File: src/rtl/tdm_demux14.sv
// rtl/tdm_demux14.sv - four-channel TDM demultiplexer with frame sync tracking
//
// Purpose: splits one serial time-division sample stream into four registered
// channel outputs. An internal 2-bit channel counter selects the slot, and a
// sync flag on a valid sample marks channel 0. A frame reaches the outputs
// only once its channel-3 sample has arrived.
//
// Ports:
//   clk          rising-edge clock
//   rst          synchronous active-high reset
//   din          serial sample stream (WIDTH bits)
//   din_valid    din carries a sample this cycle
//   sync         current valid sample is channel 0
//   out1..out4   channel 0..3 samples of the last completed frame
//   frame_valid  one-cycle pulse, out1..out4 just updated
//   sync_err     one-cycle pulse, sync seen mid-frame
//   locked       high while frame alignment is held
//   chan         channel index of the next accepted sample
module tdm_demux14 #(
  parameter int WIDTH = 2
) (
  input  logic             clk,
  input  logic             rst,
  input  logic [WIDTH-1:0] din,
  input  logic             din_valid,
  input  logic             sync,
  output logic [WIDTH-1:0] out1,
  output logic [WIDTH-1:0] out2,
  output logic [WIDTH-1:0] out3,
  output logic [WIDTH-1:0] out4,
  output logic             frame_valid,
  output logic             sync_err,
  output logic             locked,
  output logic [1:0]       chan
);

  typedef enum logic {HUNT = 1'b0, LOCKED = 1'b1} state_t;

  state_t           state_q, state_d;
  logic [1:0]       chan_q, chan_d;
  logic [WIDTH-1:0] sh0_q, sh0_d, sh1_q, sh1_d, sh2_q, sh2_d;
  logic [WIDTH-1:0] out1_q, out1_d, out2_q, out2_d;
  logic [WIDTH-1:0] out3_q, out3_d, out4_q, out4_d;
  logic             fv_q, fv_d, serr_q, serr_d;

  always_ff @(posedge clk) begin
    if (rst) begin
      state_q <= HUNT;
      chan_q  <= 2'd0;
      sh0_q   <= '0;
      sh1_q   <= '0;
      sh2_q   <= '0;
      out1_q  <= '0;
      out2_q  <= '0;
      out3_q  <= '0;
      out4_q  <= '0;
      fv_q    <= 1'b0;
      serr_q  <= 1'b0;
    end else begin
      state_q <= state_d;
      chan_q  <= chan_d;
      sh0_q   <= sh0_d;
      sh1_q   <= sh1_d;
      sh2_q   <= sh2_d;
      out1_q  <= out1_d;
      out2_q  <= out2_d;
      out3_q  <= out3_d;
      out4_q  <= out4_d;
      fv_q    <= fv_d;
      serr_q  <= serr_d;
    end
  end

  always_comb begin
    state_d = state_q;
    chan_d  = chan_q;
    sh0_d   = sh0_q;
    sh1_d   = sh1_q;
    sh2_d   = sh2_q;
    out1_d  = out1_q;
    out2_d  = out2_q;
    out3_d  = out3_q;
    out4_d  = out4_q;
    fv_d    = 1'b0;
    serr_d  = 1'b0;

    if (din_valid) begin
      unique case (state_q)
        HUNT: begin
          // Unsynchronised samples are dropped until a frame start shows up.
          if (sync) begin
            state_d = LOCKED;
            sh0_d   = din;
            chan_d  = 2'd1;
          end
        end
        LOCKED: begin
          if (sync && (chan_q != 2'd0)) begin
            // Realign: the partial frame is abandoned and this sample opens a new one.
            serr_d = 1'b1;
            sh0_d  = din;
            chan_d = 2'd1;
          end else begin
            unique case (chan_q)
              2'd0: sh0_d = din;
              2'd1: sh1_d = din;
              2'd2: sh2_d = din;
              2'd3: begin
                // Channel 3 bypasses the shadow so all four outputs update together.
                out1_d = sh0_q;
                out2_d = sh1_q;
                out3_d = sh2_q;
                out4_d = din;
                fv_d   = 1'b1;
              end
            endcase
            chan_d = chan_q + 2'd1;
          end
        end
      endcase
    end
  end

  assign out1        = out1_q;
  assign out2        = out2_q;
  assign out3        = out3_q;
  assign out4        = out4_q;
  assign frame_valid = fv_q;
  assign sync_err    = serr_q;
  assign locked      = (state_q == LOCKED);
  assign chan        = chan_q;

endmodule

File: config.mk
export PLATFORM = sky130hd
export DESIGN_NAME = tdm_demux14
export DESIGN_NICKNAME = d
export VERILOG_FILES = /design/src/rtl/tdm_demux14.sv
export SDC_FILE = /design/constraint.sdc
export NUM_CORES = 1
export LEC_CHECK = 0
export BUFFER_PORTS_ARGS = -buffer_cell sky130_fd_sc_hd__buf_4
export CAP_MARGIN = 20
export CORE_MARGIN = 5
export CORE_UTILIZATION = 58
export CTS_BUF_LIST = sky130_fd_sc_hd__clkbuf_4 sky130_fd_sc_hd__clkbuf_8
export DETAILED_ROUTE_END_ITERATION = 12
export GPL_TIMING_DRIVEN = 0
export PLACE_DENSITY_LB_ADDON = 0.05
export SLEW_MARGIN = 0
export SYNTH_ARGS = -nofsm -noshare
export SYNTH_HDL_FRONTEND = slang
export SYNTH_SLANG_ARGS = --single-unit
File: constraint.sdc
create_clock -name clk -period 2.73 [get_ports clk]
set_clock_uncertainty 0.15 [all_clocks]
set_input_delay 0.273 -clock clk [delete_from_list [all_inputs] [get_ports clk]]
set_output_delay 0.273 -clock clk [all_outputs]
set_load 0.02 [all_outputs]
Word-level counts from Yosys, hierarchy flattened --
Index checks and enable logic that the tools add are counted.
Operators by class: reduce and logical (&&, ||, !) cells 10, equal/unequal tests 5, add/sub/neg operators 1, muxes and demuxes 11, bitwise gates (word level) 3
Operator list (count):
- 4-bit AND reduction | 3
- 2-bit two-way mux | 5
- 2-bit case mux with 2 select lines | 2
- 2-bit equality test, second input constant | 2
- 1-bit two-way mux | 4
- 4-bit OR reduction | 1
- 3-bit by 1-bit inequality test with 1-bit output, second input constant | 1
- 1-bit inverter | 3
- 3-bit AND reduction | 1
- 3-bit OR reduction | 1
- 2-bit by 1-bit adder with 2-bit output, second input constant | 1
- 2-bit by 1-bit equality test with 1-bit output, second input constant | 1
- 2-bit zero test | 1
- 2-bit inequality test, second input constant | 1
- 2-bit AND reduction | 1
- 2-bit nonzero test | 1
- 1-bit logical AND | 1
Storage, ports and cells: output and inout bits 13, register bits after elaboration 19, word-level logic and storage cells 41, bits of input ports 6

Logic depth before layout (Yosys ltp) --
Gate-level depths: netlist of the first run.
depth after elaboration 4, gate-level depth with buffers 7, gate-level depth less buffers 5

Worst setup path before layout of the first run --
OpenSTA, ideal clock, no wires.
path type register to register, from register chan_q[0], in the netlist chan[0], to register out4_q[1], in the netlist out4[1], arrival time 1448 ps, period minus slack after synthesis 1720 ps, cell stages (with the launch flop) 8, required time 2458 ps, buffers on the path 2, slack 1010 ps, library setup time 122 ps, cell sequence dfxtp_1 > inv_1 > ha_1 > nand2b_1 > buf_2 > and3_4 > buf_6 > mux2i_1
Between the ends: word-level cells in the longest chain between the ends 4, elaborated cells on any way between the ends 5, classes of those cells eq/ne: 1; bitwise: 1; reduce/logical: 3
Ends and longest elaborated chain:
- start: declaration | line 40 | logic [1:0] chan_q, chan_d;
- start signal: assignment | line 61 | chan_q <= chan_d;
- 2-bit nonzero test | line 98 | if (sync && (chan_q != 2'd0)) begin
- 1-bit logical AND | line 98
- 1-bit inverter (no line)
- 4-bit AND reduction (no line) *
- end signal: assignment | line 68 | out4_q <= out4_d;
- end: declaration | line 43 | logic [WIDTH-1:0] out3_q, out3_d, out4_q, out4_d;
Every way passes the cells marked *; elsewhere a longest branch is shown, timed or not. A chain may end at the register's enable or synchronous reset.

Final worst setup path of the first run --
from register chan_q[0], in the netlist chan[0], to register out3_q[1], in the netlist out3[1]
Between the ends: word-level cells in the longest chain between the ends 4, elaborated cells on any way between the ends 5, classes of those cells eq/ne: 1; bitwise: 1; reduce/logical: 3
Ends and longest elaborated chain:
- 2-bit nonzero test | line 98
- 1-bit logical AND | line 98
- 1-bit inverter (no line)
- 4-bit AND reduction (no line) *
- end signal: assignment | line 67 | out3_q <= out3_d;
- end: declaration | line 43
Marked as above.

==> metrics.txt, run 1 <==
syn_nets 87; Seq cells post-synth 19; combinational share of power 9.2%; # H-tree levels 1; Mapped Area 822 sq um; sequential power share 60.9%; FMAX 0.592 GHz; RSZ-0062 raised after global routing false; I/O Pins 19; routed via count 574; total gr overflow 0; # DRC 0; Placeable Area 0.00132 sq mm; Rel. slew slack 71.3%; Net Sw Frac 23.6%; Final Wtd Congestion 0.694; Clock power frac 29.8%; clock slew at reported path FFs 0.10 ns; RR Startpoint chan[0]; # resized after CTS 0; clock buffer count from CTS 3; Mapped Cells 77; Hold Vio Cnt, Final 0; CP endpoint out3[1]; final setup margin 1.04 ns; first-pass GRT wire length 2530 microns; Avg Synthesized Cell Area 10.7 sq um; delay of the slowest critical-path stage 0.41 ns; capture point of the worst reg-to-reg path out3[1]; CTS Hold Bufs 0; HP Class input pin to register; Pre-antenna DRT Iters 4; all-layer global routing usage 16.3%; r2r setup slk 1.04 ns; Reg area 380 sq um; top cells by area, synth dfxtp_1 (46%), mux2i_1 (17%), nand2b_1 (13%); area grow syn2layout 22.1%; cells on worst reg2reg path 7; final WL 1480 microns; post-route cell area 0.00100 sq mm; pre-CTS WS 1.04 ns; initial antenna violation count 0; Die W 47.6 microns; antenna-violating nets left 0; antenna fix cells 0; Initial Util 62.4%; crit path DAT 1.72 ns; fin crit share 61.9%; CP cell instances inv_1 -> ha_1 -> nand2b_1 -> buf_2 -> and3_4 -> buf_6 -> mux2i_1; worst-path fanout max 7; Max clock buf depth 2; Pins Over Slew Limit 0; part of the Yosys area used for sequential elements 46.3%; MaxCap Viol Count 0; cell family contributing the most delay on the critical path flip-flops; Clock Latency Late Sink 0.29 ns; CP Depth 7; Netlist cell types 20; Slowest-stage cell, CP dfxtp_1; final core utilization 76.2%; synth warn 0; area of the multi-input gates 399 sq um; Vias/cell 5.04; Crit. Startpoint chan[0]; CTS root buf clkbuf_4; Final HPWL DP 1140 microns; Final min period 1.69 ns; Worst Path Buf+Inv 3; outcome finished clean; vias in the first global route 581; pin count of the biggest net entering global routing 12; I/O Buffers 18; site row count 13; post-synth top area share 46.3%; Die Span Y 47.6 microns; PwrDens 467 mW/mm^2; # fillers 93; Hold Slack 0.0756 ns; Peak VDD IR 0.247 mV; setup bufs post-CTS 0; fin nets 110; CTS tree built; routed len/inst 13.0 microns; fraction of layout cells with a size suffix above 1 28.3%; Worst Path Class, Setup register to register; final setup TNS 0 ns; Worst EP required 2.76 ns; Leak 0.000467 uW; Worst Setup End Kind register; DP Area 976 sq um; die area 0.00227 sq mm; initial detailed-routing violation count 6; CTS Sinks 19; count of final setup violators 0; post-synthesis cell type with the largest combined area dfxtp_1; Psw 111 uW; commonest cells after routing, fill and taps aside dfxtp_1 (19), buf_4 (18), nand2b_1 (17); commonest non-fill, non-tap cell in the layout dfxtp_1; worst-margin pin slew 0.430 ns; critical path launch point type register; internal power 358 uW
## worst min-delay path by stage
stage	cells after the start	slack, ns	endpoint	from
floorplan	2	0.26	locked	din_valid
global placement	2	0.31	out4[1]	out4[1]
detailed placement	2	0.31	out2[0]	out2[0]
CTS	3	0.07	locked	din_valid
global route	3	0.11	locked	din_valid
finish	3	0.08	locked	din_valid
## sequential cells by signal, indices dropped and copies added, names as in the netlist
register / cells
locked: 1
out3: 2
sh1_q: 2
sync_err: 1
frame_valid: 1
chan: 2
out4: 2
sh2_q: 2
out2: 2
out1: 2
sh0_q: 2
## worst reg2reg max path, stage by stage (launching register included)
cell and delay (ns):
dfxtp_1 0.41, inv_1 0.10, ha_1 0.22, nand2b_1 0.13
buf_2 0.16, and3_4 0.18, buf_6 0.12, mux2i_1 0.11
## power groups by stage
| stage | sequential [uW] | combinational (uW) | clock, uW |
|---|---|---|---|
| after floorplan | 294 | 24.2 | 0 |
| after global placement | 291 | 42.4 | 0 |
| after detailed placement | 292 | 43.8 | 0 |
| after CTS | 285 | 43.8 | 144 |
| after global routing | 286 | 48.5 | 153 |
| final | 285 | 43.2 | 140 |
## per-stage QoR
step / cells / power, uW
2_1_floorplan: 77 / 318
3_3_place_gp: 110 / 334
6_report: 114 / 468
4_1_cts: 114 / 473
5_1_grt: 114 / 488
3_5_place_dp: 110 / 336
## cells in the mapped netlist (all sizes together)
| cell type | instances |
|---|---|
| inv | 2 |
| nor3b | 1 |
| buf | 3 |
| nor2 | 3 |
| a21oi | 2 |
| dfxtp | 19 |
| clkbuf | 2 |
| nand3 | 3 |
| nand2b | 17 |
| and3 | 2 |
| mux2i | 14 |
| a32oi | 1 |
| o21ai | 1 |
| a211oi | 1 |
| ha | 4 |
| and2 | 1 |
| nor2b | 1 |
## final cells by class
| cell class | instances | share of cell area [%] |
|---|---|---|
| multi-input combinational | 51 | 39.8 |
| sequential | 19 | 37.9 |
| timing repair buffer | 18 | 13.5 |
| buffer | 5 | 3.49 |
| clock buffer | 3 | 2.24 |
| tap | 15 | 1.87 |
| inverter | 2 | 0.748 |
| clock inverter | 1 | 0.499 |
## metal layers
metal	track usage [%]	share of wire [%]	vias to the layer above
li1	-	-	300
met5	0	0	-
met1	19.7	43	253
met4	8.06	1.8	0
met3	2.26	5.7	5
met2	28.1	50	16
## cell families after synthesis
logic type	synth area share (%)
buffers and inverters	5.17
AOI/OAI and AO/OA	3.81
adders and majority gates	6.09
and+or+nand+nor	21.6
muxes	17.0
DFF	46.3
Power figures use the tool's default switching activity.
==> inputs of run 2 (changes only) <==
--- a/config.mk
+++ b/config.mk
@@ -8,7 +8,7 @@
 export BUFFER_PORTS_ARGS = -buffer_cell sky130_fd_sc_hd__buf_4
 export CAP_MARGIN = 20
 export CORE_MARGIN = 5
-export CORE_UTILIZATION = 58
+export CORE_UTILIZATION = 49
 export CTS_BUF_LIST = sky130_fd_sc_hd__clkbuf_4 sky130_fd_sc_hd__clkbuf_8
 export DETAILED_ROUTE_END_ITERATION = 12
 export GPL_TIMING_DRIVEN = 0
==> constraint.sdc (replaced) <==
create_clock -name clk -period 1.5 [get_ports clk]
set_clock_uncertainty 0.15 [all_clocks]
set_input_delay 0.15 -clock clk [delete_from_list [all_inputs] [get_ports clk]]
set_output_delay 0.15 -clock clk [all_outputs]
set_load 0.02 [all_outputs]
==> run 2 against run 1 <==
Largest power group unchanged. First-iteration DRC count up 33%. Combinational power grew 130%. Total power is 86% higher. Highest routed layer unchanged.
==> metrics.txt, run 2 (synthesized netlist as in run 1, its figures left out) <==
routed via count 596 (+3.8%); Worst Path Buf+Inv 2 (-1); Min-Delay Path Depth 3 (unchanged); area grow syn2layout 30.1%; fin crit share 92.8% (+31 points); initial detailed-routing violation count 8 (+2); count of final setup violators 0 (unchanged); CP cell instances inv_4 -> ha_4 -> nand2b_4 -> and3_4 -> buf_6 -> mux2i_1; antenna-violating nets left 0 (unchanged); Final Wtd Congestion 0.679 (-2.2%); worst-margin pin slew 0.453 ns (+0.0226 ns); outcome finished clean; site row count 14 (+1); Leak 0.000504 uW (+8.1%); Max clock buf depth 2 (unchanged); Clock Latency Late Sink 0.30 ns (about the same); worst-path fanout max 7 (unchanged); Peak VDD IR 0.620 mV (+150%); Psw 210 uW (+90%); cells on worst reg2reg path 6 (-1); Hold Slack 0.0378 ns (-0.0378 ns); PwrDens 815 mW/mm^2 (+75%); Worst Setup End Kind register; pre-CTS WS -0.0168 ns (-1.06 ns); commonest non-fill, non-tap cell in the layout buf_4; clock buffer count from CTS 3 (unchanged); Die Span Y 51.0 microns (+7.0%); CTS root buf clkbuf_4; antenna fix cells 0 (unchanged); routed len/inst 13.0 microns (+0.39%); Placeable Area 0.00154 sq mm (+17%); Net Sw Frac 24.1% (+0.52 points); cell family contributing the most delay on the critical path flip-flops; Final min period 1.39 ns (-0.298 ns); internal power 661 uW (+85%); sequential power share 59.3% (-1.6 points); final WL 1540 microns (+3.9%); pin count of the biggest net entering global routing 12 (unchanged); Pins Over Slew Limit 0 (unchanged); Worst EP required 1.59 ns (-1.17 ns); I/O Pins 19 (unchanged); final setup TNS 0 ns (unchanged); Clock power frac 29.5% (-0.3 points); Power Total 872 uW (+86%); # H-tree levels 1 (unchanged); fin nets 113 (+2.7%); critical path launch point type register; Final HPWL DP 1070 microns (-6.0%); Vias/cell 5.05 (+0.31%); Worst Path Class, Setup register to register; Pre-antenna DRT Iters 4 (unchanged); delay of the slowest critical-path stage 0.37 ns (-0.04 ns); CP Depth 6 (-1); commonest cells after routing, fill and taps aside buf_4 (20), dfxtp_1 (17), nand2b_1 (16); FMAX 0.719 GHz (+21%); first-pass GRT wire length 2680 microns (+6.0%); CTS Sinks 19 (unchanged); crit path DAT 1.48 ns (-0.24 ns); combinational share of power 11.2% (+2.0 points); initial antenna violation count 0 (unchanged); vias in the first global route 604 (+4.0%); die area 0.00260 sq mm (+14%); fraction of layout cells with a size suffix above 1 34.3% (+6.0 points); RSZ-0062 raised after global routing false; Rel. slew slack 69.8% (-1.5 points); Slowest-stage cell, CP dfxtp_4; HP Class input pin to register; I/O Buffers 18 (unchanged); Hold Vio Cnt, Final 0 (unchanged); CTS tree built; total gr overflow 0 (unchanged); clock slew at reported path FFs 0.11 ns (about the same); Initial Util 53.3% (-9.1 points); all-layer global routing usage 13.9% (-2.4 points); # DRC 0 (unchanged); final setup margin 0.109 ns (-0.932 ns); MaxCap Viol Count 0 (unchanged); Die W 51.0 microns (+7.0%)
## run 2: power groups by stage
stage	Combinational, uW	Sequential [uW]	Clock (uW)
finish	97.3	517	257
floorplan	49.1	534	0
global route	107	518	285
CTS	96.3	516	270
global placement	84.1	529	0
detailed placement	85.7	530	0
## run 2: routing by layer
layer | up-vias | track usage [%] | share of wire (%)
li1 | 308 | - | -
met1 | 266 | 15.7 | 43
met2 | 17 | 23.3 | 49
met3 | 5 | 3.78 | 5.7
met4 | 0 | 7.66 | 2.6
met5 | - | 0 | 0
## run 2: area by class of cell
type / count / area [sq um]
multi-input cells: 51 / 419
repair buffers: 22 / 173
fillers: 122 / 472
well taps: 16 / 20.0
clock buffers: 3 / 22.5
flip-flops and latches: 19 / 388
clock inverters: 1 / 5.00
inverters: 2 / 12.5
plain buffers: 4 / 30.0
## run 2: repair_timing
action                                  4_1_cts  5_1_grt
buffers inserted                              2        0
hold endpoints to repair                      1        0
resized for setup                             1        4
hold buffers                                  2        0
endpoints found under the setup margin        4        5
pin swaps                                     1        0
## run 2: path summary, 6_finish.rpt
| path | from | to | slack (ns) |
|---|---|---|---|
| worst max-delay path | chan[0] | out2[1] | 0.11 |
| worst min-delay path | din[1] | sh1_q[1] | 0.04 |
| worst max register to register | chan[0] | out2[1] | 0.11 |
| worst min register to register | out4[1] | out4[1] | 0.33 |
## run 2: worst register-to-register path: cells and delay by family (launching register included)
kind / cells / cell delay [ns]
buffers and inverters: 2 / 0.17
muxes: 1 / 0.17
and+or+nand+nor: 2 / 0.35
DFF: 1 / 0.37
adders and majority gates: 1 / 0.12
## run 2: per-stage QoR
step / std cells / area, sq um / utilization, %
after global routing: 118 / 1070 / 69.4
after detailed placement: 111 / 1000 / 64.9
after global placement: 111 / 1000 / 64.9
after floorplan: 77 / 846 / -
final: 118 / 1070 / 69.4
after CTS: 119 / 1060 / 69.0
==> inputs of run 3 (changes only) <==
--- a/config.mk
+++ b/config.mk
@@ -8,12 +8,11 @@
 export BUFFER_PORTS_ARGS = -buffer_cell sky130_fd_sc_hd__buf_4
 export CAP_MARGIN = 20
 export CORE_MARGIN = 5
-export CORE_UTILIZATION = 49
+export CORE_UTILIZATION = 58
 export CTS_BUF_LIST = sky130_fd_sc_hd__clkbuf_4 sky130_fd_sc_hd__clkbuf_8
 export DETAILED_ROUTE_END_ITERATION = 12
 export GPL_TIMING_DRIVEN = 0
 export PLACE_DENSITY_LB_ADDON = 0.05
-export SLEW_MARGIN = 0
 export SYNTH_ARGS = -nofsm -noshare
 export SYNTH_HDL_FRONTEND = slang
 export SYNTH_SLANG_ARGS = --single-unit
==> constraint.sdc (replaced) <==
create_clock -name clk -period 1.8 [get_ports clk]
set_clock_uncertainty 0.15 [all_clocks]
set_input_delay 0.18 -clock clk [delete_from_list [all_inputs] [get_ports clk]]
set_output_delay 0.18 -clock clk [all_outputs]
set_load 0.02 [all_outputs]
==> run 3 against run 2 <==
Die area is 13% lower. Register-to-register slack better by 0.06 ns. Fmax is 15% lower. Highest routed layer unchanged.
==> metrics.txt, run 3 (synthesized netlist as in run 1, its figures left out) <==
Max clock buf depth 2 (unchanged); clock slew at reported path FFs 0.11 ns (about the same); all-layer global routing usage 16.4% (+2.5 points); Final min period 1.63 ns (+0.241 ns); commonest cells after routing, fill and taps aside buf_4 (18), nand2b_1 (17), dfxtp_1 (17); routed len/inst 12.9 microns (-0.79%); Peak VDD IR 0.393 mV (-37%); Clock Latency Late Sink 0.29 ns (about the same); Worst Setup End Kind register; Worst Path Class, Setup register to register; antenna-violating nets left 0 (unchanged); FMAX 0.613 GHz (-15%); setup bufs post-CTS 0 (-2); MaxCap Viol Count 0 (unchanged); worst-path fanout max 7 (unchanged); die area 0.00227 sq mm (-13%); initial detailed-routing violation count 7 (-1); RSZ-0062 raised after global routing false; I/O Pins 19 (unchanged); clock buffer count from CTS 3 (unchanged); Pre-antenna DRT Iters 3 (-1); Die W 47.6 microns (-6.5%); worst-margin pin slew 0.459 ns (+0.00584 ns); final setup margin 0.168 ns (+0.0593 ns); CTS root buf clkbuf_4; first-pass GRT wire length 2560 microns (-4.7%); Initial Util 62.4% (+9.1 points); Worst EP required 1.84 ns (+0.25 ns); CTS tree built; # H-tree levels 1 (unchanged); Leak 0.000475 uW (-5.8%); pin count of the biggest net entering global routing 12 (unchanged); HP Class input pin to register; Final HPWL DP 1140 microns (+6.4%); total gr overflow 0 (unchanged); Pins Over Slew Limit 0 (unchanged); post-route cell area 0.00103 sq mm (-4.1%); vias in the first global route 586 (-3.0%); CTS Sinks 19 (unchanged); site row count 13 (-1); I/O Buffers 18 (unchanged); fraction of layout cells with a size suffix above 1 29.7% (-4.6 points); routed via count 581 (-2.5%); initial antenna violation count 0 (unchanged); Hold Vio Cnt, Final 0 (unchanged); final setup TNS 0 ns (unchanged); Vias/cell 5.01 (-0.84%); fin crit share 90.7% (-2.1 points); Final Wtd Congestion 0.694 (+2.2%); Die Span Y 47.6 microns (-6.5%); commonest non-fill, non-tap cell in the layout buf_4; PwrDens 696 mW/mm^2 (-15%); final WL 1500 microns (-2.5%); pre-CTS WS 0.110 ns (+0.126 ns); area grow syn2layout 24.8%; Rel. slew slack 69.4% (-0.39 points); antenna fix cells 0 (unchanged); Hold Slack 0.0792 ns (+0.0415 ns); fin nets 112 (-0.88%); count of final setup violators 0 (unchanged); DP Area 976 sq um (-2.5%); # DRC 0 (unchanged); outcome finished clean; critical path launch point type register; Placeable Area 0.00132 sq mm (-15%); crit path DAT 1.67 ns (+0.19 ns)
## run 3: cell types whose count changed in the layout (fill, tap and decap cells not counted), sizes merged
cell,delta
dlygate4sd3,+1
dlymetal6s4s,-1
buf,-1
## run 3: worst paths after layout
| path | startpoint | endpoint | slack, ns | cells past startpoint |
|---|---|---|---|---|
| setup / recovery | chan[0] | out2[1] | 0.17 | 7 |
| hold / removal | din[0] | sh1_q[0] | 0.08 | 3 |
| setup reg to reg | chan[0] | out2[1] | 0.17 | 7 |
| hold reg to reg | out4[1] | out4[1] | 0.33 | 2 |
## run 3: what timing repair did
item	in CTS	in global routing
endpoints found under the hold margin	1	0
endpoints found under the setup margin	0	2
hold buffers	2	0
resized for setup	0	2
## run 3: through the flow
step / std cells / util, % / total power, uW
floorplan: 77 / - / 483
global placement: 110 / 74.1 / 506
detailed placement: 110 / 74.1 / 509
CTS: 116 / 77.7 / 722
global route: 116 / 77.9 / 746
finish: 116 / 77.9 / 714
## run 3: metal layers
| layer | global-route usage [%] | share of wire [%] |
|---|---|---|
| met5 | 0 | 0 |
| met1 | 20.1 | 44 |
| met4 | 8.06 | 0.87 |
| met3 | 2.26 | 4.6 |
| met2 | 28.1 | 51 |
## run 3: power breakdown
group / internal, uW / switching [uW]
clock network: 82.6 / 128
logic: 36.4 / 34.5
registers: 428 / 5.31
total: 547 / 167
## run 3: critical path, cell delays in order (launching register included)
cell	delay, ns
dfxtp_2	0.38
inv_1	0.08
ha_1	0.21
nand2b_1	0.13
buf_2	0.16
and3_4	0.18
buf_6	0.12
mux2i_1	0.11
## run 3: layout make-up
type                    count  area (sq um)
plain buffers               5          35.0
flip-flops and latches     19           383
repair buffers             20           155
clock buffers               3          22.5
clock inverters             1          5.00
inverters                   2          7.51
multi-input cells          51           399
well taps                  15          18.8
fillers                    91           292
